===== src/rtl/hog_bin_pipe_if.sv =====
// Stream interface for the gradient-binning pipe: gradient pairs in, magnitude/bin out.
interface hog_bin_pipe_if #(
  parameter int DATA_WIDTH = 8
);
  logic                         in_valid;
  logic                         in_ready;
  logic signed [DATA_WIDTH:0]   in_gx;
  logic signed [DATA_WIDTH:0]   in_gy;
  logic                         in_border;
  logic                         in_last;
  logic                         out_valid;
  logic                         out_ready;
  logic        [DATA_WIDTH-1:0] out_mag;
  logic        [4:0]            out_bin;
  logic                         out_sat;
  logic                         out_last;

  // The binning stage itself.
  modport slave (
    input  in_valid, in_gx, in_gy, in_border, in_last, out_ready,
    output in_ready, out_valid, out_mag, out_bin, out_sat, out_last
  );

  // Upstream producer plus downstream consumer, as seen by whoever drives the stage.
  modport master (
    output in_valid, in_gx, in_gy, in_border, in_last, out_ready,
    input  in_ready, out_valid, out_mag, out_bin, out_sat, out_last
  );
endinterface


===== src/rtl/hog_bin_pipe.sv =====
// Gradient-binning pipe: 3 register stages turning (Gx, Gy) into a saturated
// magnitude and an orientation bin. Stage 1 folds the vector into the upper
// half plane, stage 2 does the tangent-threshold binning and the magnitude,
// stage 3 is the output register. Border pixels are dropped at the input
// unless they carry the frame-end marker, in which case they become a zero token.
module hog_bin_pipe #(
  parameter int DATA_WIDTH    = 8,
  parameter int SIGNED_ORIENT = 0,
  parameter int MAG_MODE      = 0
) (
  input  logic          clk,
  input  logic          rst,
  hog_bin_pipe_if.slave bus
);
  localparam int STAGES = 3;
  localparam int AW     = DATA_WIDTH + 1;   // absolute component width
  localparam int MW     = DATA_WIDTH + 2;   // signed working / raw magnitude width
  localparam int CW     = DATA_WIDTH + 12;  // tangent comparison width
  localparam logic [MW-1:0] MAG_MAX = MW'((1 << DATA_WIDTH) - 1);

  logic [STAGES:1] vld_pipe;
  logic            en;

  // Whole pipe moves together; it only freezes when a result is waiting on the output.
  assign en           = !vld_pipe[STAGES] || bus.out_ready;
  assign bus.in_ready = en;
  assign bus.out_valid = vld_pipe[STAGES];

  // ---------------- stage 1: fold into upper half plane ----------------
  logic signed [MW-1:0] gx_e, gy_e, rx, ry;
  logic                 h_c;
  logic [AW-1:0]        ax_c, ay_c;

  // Reflect through the origin when the vector points into the lower half plane.
  always_comb begin
    gx_e = MW'(bus.in_gx);
    gy_e = MW'(bus.in_gy);
    h_c  = (gy_e < 0) || (gy_e == 0 && gx_e < 0);
    rx   = h_c ? -gx_e : gx_e;
    ry   = h_c ? -gy_e : gy_e;
    ax_c = rx[MW-1] ? AW'(-rx) : AW'(rx);
    ay_c = AW'(ry);
  end

  logic          xneg1, h1, brd1, last1;
  logic [AW-1:0] ax1, ay1;

  // Stage-1 register: folded components plus the tags that travel with them.
  always_ff @(posedge clk or posedge rst) begin
    if (rst) begin
      xneg1 <= 1'b0;
      h1    <= 1'b0;
      ax1   <= '0;
      ay1   <= '0;
      brd1  <= 1'b0;
      last1 <= 1'b0;
    end else if (en) begin
      xneg1 <= rx[MW-1];
      h1    <= h_c;
      ax1   <= ax_c;
      ay1   <= ay_c;
      brd1  <= bus.in_border;
      last1 <= bus.in_last;
    end
  end

  // Valid shift register; a non-final border pixel enters as a bubble.
  always_ff @(posedge clk or posedge rst) begin
    if (rst) vld_pipe <= '0;
    else if (en)
      vld_pipe <= {vld_pipe[STAGES-1:1],
                   bus.in_valid && (!bus.in_border || bus.in_last)};
  end

  // ---------------- stage 2: orientation and magnitude ----------------
  logic [CW-1:0]         ys;
  logic [3:0]            ge;
  logic [2:0]            s_c;
  logic [3:0]            b_c;
  logic [4:0]            bin_c;
  logic [MW-1:0]         a_c, y_c, mx, mn, mag_raw;
  logic                  sat_c;
  logic [DATA_WIDTH-1:0] mag_c;

  // Sector count against tan(20/40/60/80 deg) in Q8, then fold back for negative x.
  always_comb begin
    ys    = CW'(ay1) << 8;
    ge[0] = ys >= CW'(ax1) * CW'(93);
    ge[1] = ys >= CW'(ax1) * CW'(215);
    ge[2] = ys >= CW'(ax1) * CW'(443);
    ge[3] = ys >= CW'(ax1) * CW'(1452);
    s_c   = 3'(ge[0]) + 3'(ge[1]) + 3'(ge[2]) + 3'(ge[3]);
    if (ax1 == '0 && ay1 == '0)     b_c = 4'd0;  // zero vector would otherwise read as vertical
    else if (!xneg1 || s_c == 3'd4) b_c = 4'(s_c);
    else                            b_c = 4'd8 - 4'(s_c);
    bin_c = (SIGNED_ORIENT != 0 && h1) ? 5'(b_c) + 5'd9 : 5'(b_c);

    a_c     = MW'(ax1);
    y_c     = MW'(ay1);
    mx      = (a_c >= y_c) ? a_c : y_c;
    mn      = (a_c >= y_c) ? y_c : a_c;
    mag_raw = (MAG_MODE == 0) ? a_c + y_c : mx + (mn >> 1);
    sat_c   = mag_raw > MAG_MAX;
    mag_c   = sat_c ? DATA_WIDTH'(MAG_MAX) : DATA_WIDTH'(mag_raw);
  end

  logic [DATA_WIDTH-1:0] mag2;
  logic [4:0]            bin2;
  logic                  sat2, last2;

  // Stage-2 register; a surviving border pixel is the frame-end token and carries no vote.
  always_ff @(posedge clk or posedge rst) begin
    if (rst) begin
      mag2  <= '0;
      bin2  <= '0;
      sat2  <= 1'b0;
      last2 <= 1'b0;
    end else if (en) begin
      mag2  <= brd1 ? '0   : mag_c;
      bin2  <= brd1 ? '0   : bin_c;
      sat2  <= brd1 ? 1'b0 : sat_c;
      last2 <= last1;
    end
  end

  // ---------------- stage 3: output register ----------------
  // Held while the consumer stalls.
  always_ff @(posedge clk or posedge rst) begin
    if (rst) begin
      bus.out_mag  <= '0;
      bus.out_bin  <= '0;
      bus.out_sat  <= 1'b0;
      bus.out_last <= 1'b0;
    end else if (en) begin
      bus.out_mag  <= mag2;
      bus.out_bin  <= bin2;
      bus.out_sat  <= sat2;
      bus.out_last <= last2;
    end
  end
endmodule

===== src/flat_wrapper.sv =====
// flat-port wrapper written by rule: the top's interface ports become plain ports
module hog_bin_pipe_flat 
#(
  parameter int DATA_WIDTH    = 8,
  parameter int SIGNED_ORIENT = 0,
  parameter int MAG_MODE      = 0
)
  (clk, rst, bus_in_valid, bus_in_gx, bus_in_gy, bus_in_border, bus_in_last, bus_out_ready, bus_in_ready, bus_out_valid, bus_out_mag, bus_out_bin, bus_out_sat, bus_out_last);
  hog_bin_pipe_if #(.DATA_WIDTH(DATA_WIDTH)) bus_i ();
  input  logic clk;
  input  logic rst;
  input wire logic [$bits(bus_i.in_valid)-1:0] bus_in_valid;
  input wire logic [$bits(bus_i.in_gx)-1:0] bus_in_gx;
  input wire logic [$bits(bus_i.in_gy)-1:0] bus_in_gy;
  input wire logic [$bits(bus_i.in_border)-1:0] bus_in_border;
  input wire logic [$bits(bus_i.in_last)-1:0] bus_in_last;
  input wire logic [$bits(bus_i.out_ready)-1:0] bus_out_ready;
  output wire logic [$bits(bus_i.in_ready)-1:0] bus_in_ready;
  output wire logic [$bits(bus_i.out_valid)-1:0] bus_out_valid;
  output wire logic [$bits(bus_i.out_mag)-1:0] bus_out_mag;
  output wire logic [$bits(bus_i.out_bin)-1:0] bus_out_bin;
  output wire logic [$bits(bus_i.out_sat)-1:0] bus_out_sat;
  output wire logic [$bits(bus_i.out_last)-1:0] bus_out_last;
  assign bus_i.in_valid = bus_in_valid;
  assign bus_i.in_gx = bus_in_gx;
  assign bus_i.in_gy = bus_in_gy;
  assign bus_i.in_border = bus_in_border;
  assign bus_i.in_last = bus_in_last;
  assign bus_i.out_ready = bus_out_ready;
  assign bus_in_ready = bus_i.in_ready;
  assign bus_out_valid = bus_i.out_valid;
  assign bus_out_mag = bus_i.out_mag;
  assign bus_out_bin = bus_i.out_bin;
  assign bus_out_sat = bus_i.out_sat;
  assign bus_out_last = bus_i.out_last;
  hog_bin_pipe #(.DATA_WIDTH(DATA_WIDTH), .SIGNED_ORIENT(SIGNED_ORIENT), .MAG_MODE(MAG_MODE)) u_core (.clk(clk), .rst(rst), .bus(bus_i));
endmodule

===== config.mk =====
export PLATFORM = sky130hd
export DESIGN_NAME = hog_bin_pipe_flat
export DESIGN_NICKNAME = d
export VERILOG_FILES = /design/src/rtl/hog_bin_pipe_if.sv /design/src/rtl/hog_bin_pipe.sv /design/src/flat_wrapper.sv
export SDC_FILE = /design/constraint.sdc
export NUM_CORES = 1
export LEC_CHECK = 0
export ABC_AREA = 1
export CAP_MARGIN = 5
export CORE_MARGIN = 3
export CORE_UTILIZATION = 45
export CTS_BUF_LIST = sky130_fd_sc_hd__clkbuf_2 sky130_fd_sc_hd__clkbuf_4 sky130_fd_sc_hd__clkbuf_8
export DETAILED_ROUTE_END_ITERATION = 10
export GPL_TIMING_DRIVEN = 1
export PLACE_DENSITY = 0.63
export SYNTH_ARGS = -nofsm -noshare
export SYNTH_HDL_FRONTEND = slang
export SYNTH_SLANG_ARGS = --single-unit

===== constraint.sdc =====
create_clock -name clk -period 20.5 [get_ports clk]
set_clock_uncertainty 0.1 [all_clocks]
set_input_delay 4.1 -clock clk [delete_from_list [all_inputs] [get_ports clk]]
set_output_delay 4.1 -clock clk [all_outputs]
set_load 0.005 [all_outputs]

==> flow_metrics.tcl <==
set metrics [dict create \
    fin_nets 1592 \
    initial_core_util 0.462 \
    max-cap-violations 0 \
    netlist_instances 1260 \
    cts_tree "yes" \
    hold_class "reg2reg" \
    drc_errors 0 \
    clockBufferDepth 2 \
    chipWidth_um 154 \
    cp_max_fo 59 \
    synthFlopType "dfrtp_1" \
    synthDistinctLibCells 49 \
    drtPass1Iterations 7 \
    place_congestion 1.00 \
    fin_crit_ps 10850 \
    port_buffers 39 \
    r2r-start "u_core.ax1[5]" \
    cts-resized-gates 0 \
    core.rowCount 53 \
    worst-setup-path-type "in2out" \
    clk_pin_slew_ps 80 \
    yosysSeqAreaShare 0.133 \
    startpoint_type "primary input" \
    postRouteWirelength_mm 23.7 \
    synth.net_count 1557 \
    hpwl_mm 19.7 \
    final_layout_size_suffix_gt1_frac 0.0317 \
    grt-ovfl-total 0 \
    whs_path_depth 2 \
    hold_viol 0 \
    ys_ff_latch 52 \
    antenna_found_initial 0 \
    grt_pass1_wl_mm 39.1 \
    cp-end-kind "output port" \
    htree_levels 2 \
    yosysWarnings 0 \
    min-delay-start "u_core.vld_pipe[2]" \
    cts-hold-fix-buffers 0 \
    dp_slack_ps 9620 \
    io_pins 41 \
    worst_slack_ps 9650 \
    worst_ep_arrival_time_ps 6650 \
    rsz0062_at_grt "false" \
    cts.sinks 52 \
    fin_cells 1570 \
    syn_area_um2 9800 \
    syn_to_final_growth_pct 7.68 \
    hold_end "u_core.vld_pipe[3]" \
    diodes 0 \
    async_flop_share 1.00 \
    period_share 0.529 \
    drv_slew 0 \
    clk_latency_ps 300 \
    vias 7985 \
    setup_violations 0 \
    core_um2 21200 \
    synth_edf_count 0 \
    routedWlPerCell_um 15.1 \
    synth_area_leaders "ha_1 23%, fa_1 19%, dfrtp_1 13%, inv_1 11%, nand2_1 9.3%" \
    drtIter0Drc 402 \
    clock-root-buffer "clkbuf_8" \
    postRouteAntennaNets 0 \
    utilization 0.497 \
    reg2reg_depth 32 \
    r2r_slack_ps 12580 \
    r2r-end "u_core.bin2[1]" \
    fmax_mhz 92.2 \
    grt_max_degree 60 \
    relSlewSlack 0.294 \
    vias_per_cell 5.09 \
    cts_buffers 5 \
    synth_area_leader_cell "ha_1" \
    yosysTopAreaCellShare 0.232 \
    grt_pass1_vias 7981 \
    grt_usage 0.203 \
    required_ps 16300 \
    tightest_slew_ps 1060 \
    post_cts_buffers 0 \
    postSynthAreaPerCell_um2 7.78 \
    chipHeight_um 154 \
    nFillCells 2162 \
    dieArea_um2 23600 \
    status "completed" \
    dp_cells 1563 \
    tns_ps 0 \
]
==> sequential cells by signal, indices dropped and copies added (netlist names), 3 cells and up <==
| register | flops |
|---|---|
| u_core.ax1 | 9 |
| u_core.ay1 | 9 |
| u_core.bus.out_mag | 8 |
| u_core.mag2 | 8 |
| u_core.bin2 | 4 |
| u_core.bus.out_bin | 4 |
| u_core.vld_pipe | 3 |
==> per-layer routing <==
metal / GRT usage / vias up / routed length (µm)
met5: 0 / - / 0
met4: 0.0530 / 0 / 612
met3: 0.0220 / 40 / 1080
met2: 0.337 / 180 / 10800
met1: 0.285 / 3717 / 11200
li1: - / 4048 / -
==> worst max-delay path by stage <==
stage                  startpoint           end  slack, ps  cells past startpoint
floorplan           bus_out_ready  bus_in_ready      11550                      3
global placement    bus_out_ready  bus_in_ready       9620                      5
detailed placement  bus_out_ready  bus_in_ready       9620                      5
CTS                 bus_out_ready  bus_in_ready       9620                      5
global route        bus_out_ready  bus_in_ready       9430                      5
finish              bus_out_ready  bus_in_ready       9650                      5
==> per-stage QoR <==
stage / cell area, µm² / hold WS [ps]
after detailed placement: 10500 / 344
final: 10600 / 362
after CTS: 10600 / 367
after floorplan: 9800 / 320
after global placement: 10500 / 346
after global routing: 10600 / 397
==> Yosys cell counts, types with 4 or more instances <==
cell        n
nand3_1    62
fa_1       91
o21ai_0    45
nand4_1    11
o22ai_1     5
nand3b_1    5
nand2_4     6
ha_1      182
o21ai_2     4
buf_2       7
nor3_1     13
o21ai_1     8
dfrtp_1    52
inv_1     282
xor2_1     43
a21o_1      4
xnor2_1    14
nor2_2      5
a31oi_1     5
nand2_1   244
nor4_1      4
nor2_1     58
a21oi_1    68
nand2_2     4
==> logic make-up after synthesis <==
logic type,count (synthesis),share of synthesized area
other cells,1,0.000383
buf+inv,299,0.118
simple gates,418,0.185
compound gates,158,0.0905
fa+ha+maj,273,0.418
xor+xnor,59,0.0554
flops,52,0.133
==> area by class of cell <==
| type | instances | area (µm²) | share of cell area |
|---|---|---|---|
| Clock inverter | 1 | 5.00 | 0.000474 |
| Timing Repair Buffer | 41 | 405 | 0.0384 |
| Multi-Input combinational cell | 909 | 7350 | 0.696 |
| Tap cell | 275 | 344 | 0.0326 |
| Clock buffer | 6 | 76.3 | 0.00723 |
| Inverter | 286 | 1070 | 0.102 |
| Sequential cell | 52 | 1300 | 0.123 |
==> critical path, cell delays in order <==
cell and delay (ps):
clkdlybuf4s50_1 440, nor2_4 100, buf_4 450, clkinv_1 850
clkdlybuf4s50_1 680
==> placed cells by master, fill, tap and decap left out, drive strengths merged, types with 3 or more instances in the layout <==
cell type,count
inv,285
nand3b,5
nand2,254
nand3,64
a31oi,5
nor2,63
clkbuf,6
ha,182
dfrtp,52
nor3,13
fa,91
nor4,4
a21o,4
o22ai,5
o21ai,57
clkdlybuf4s50,39
or2,3
o2111ai,3
nand4,11
a21oi,69
xor2,45
xnor2,14
Power is left out: the tool's default activity adds up to more than one toggle a clock period on the data nets, which glitch-free logic cannot reach.
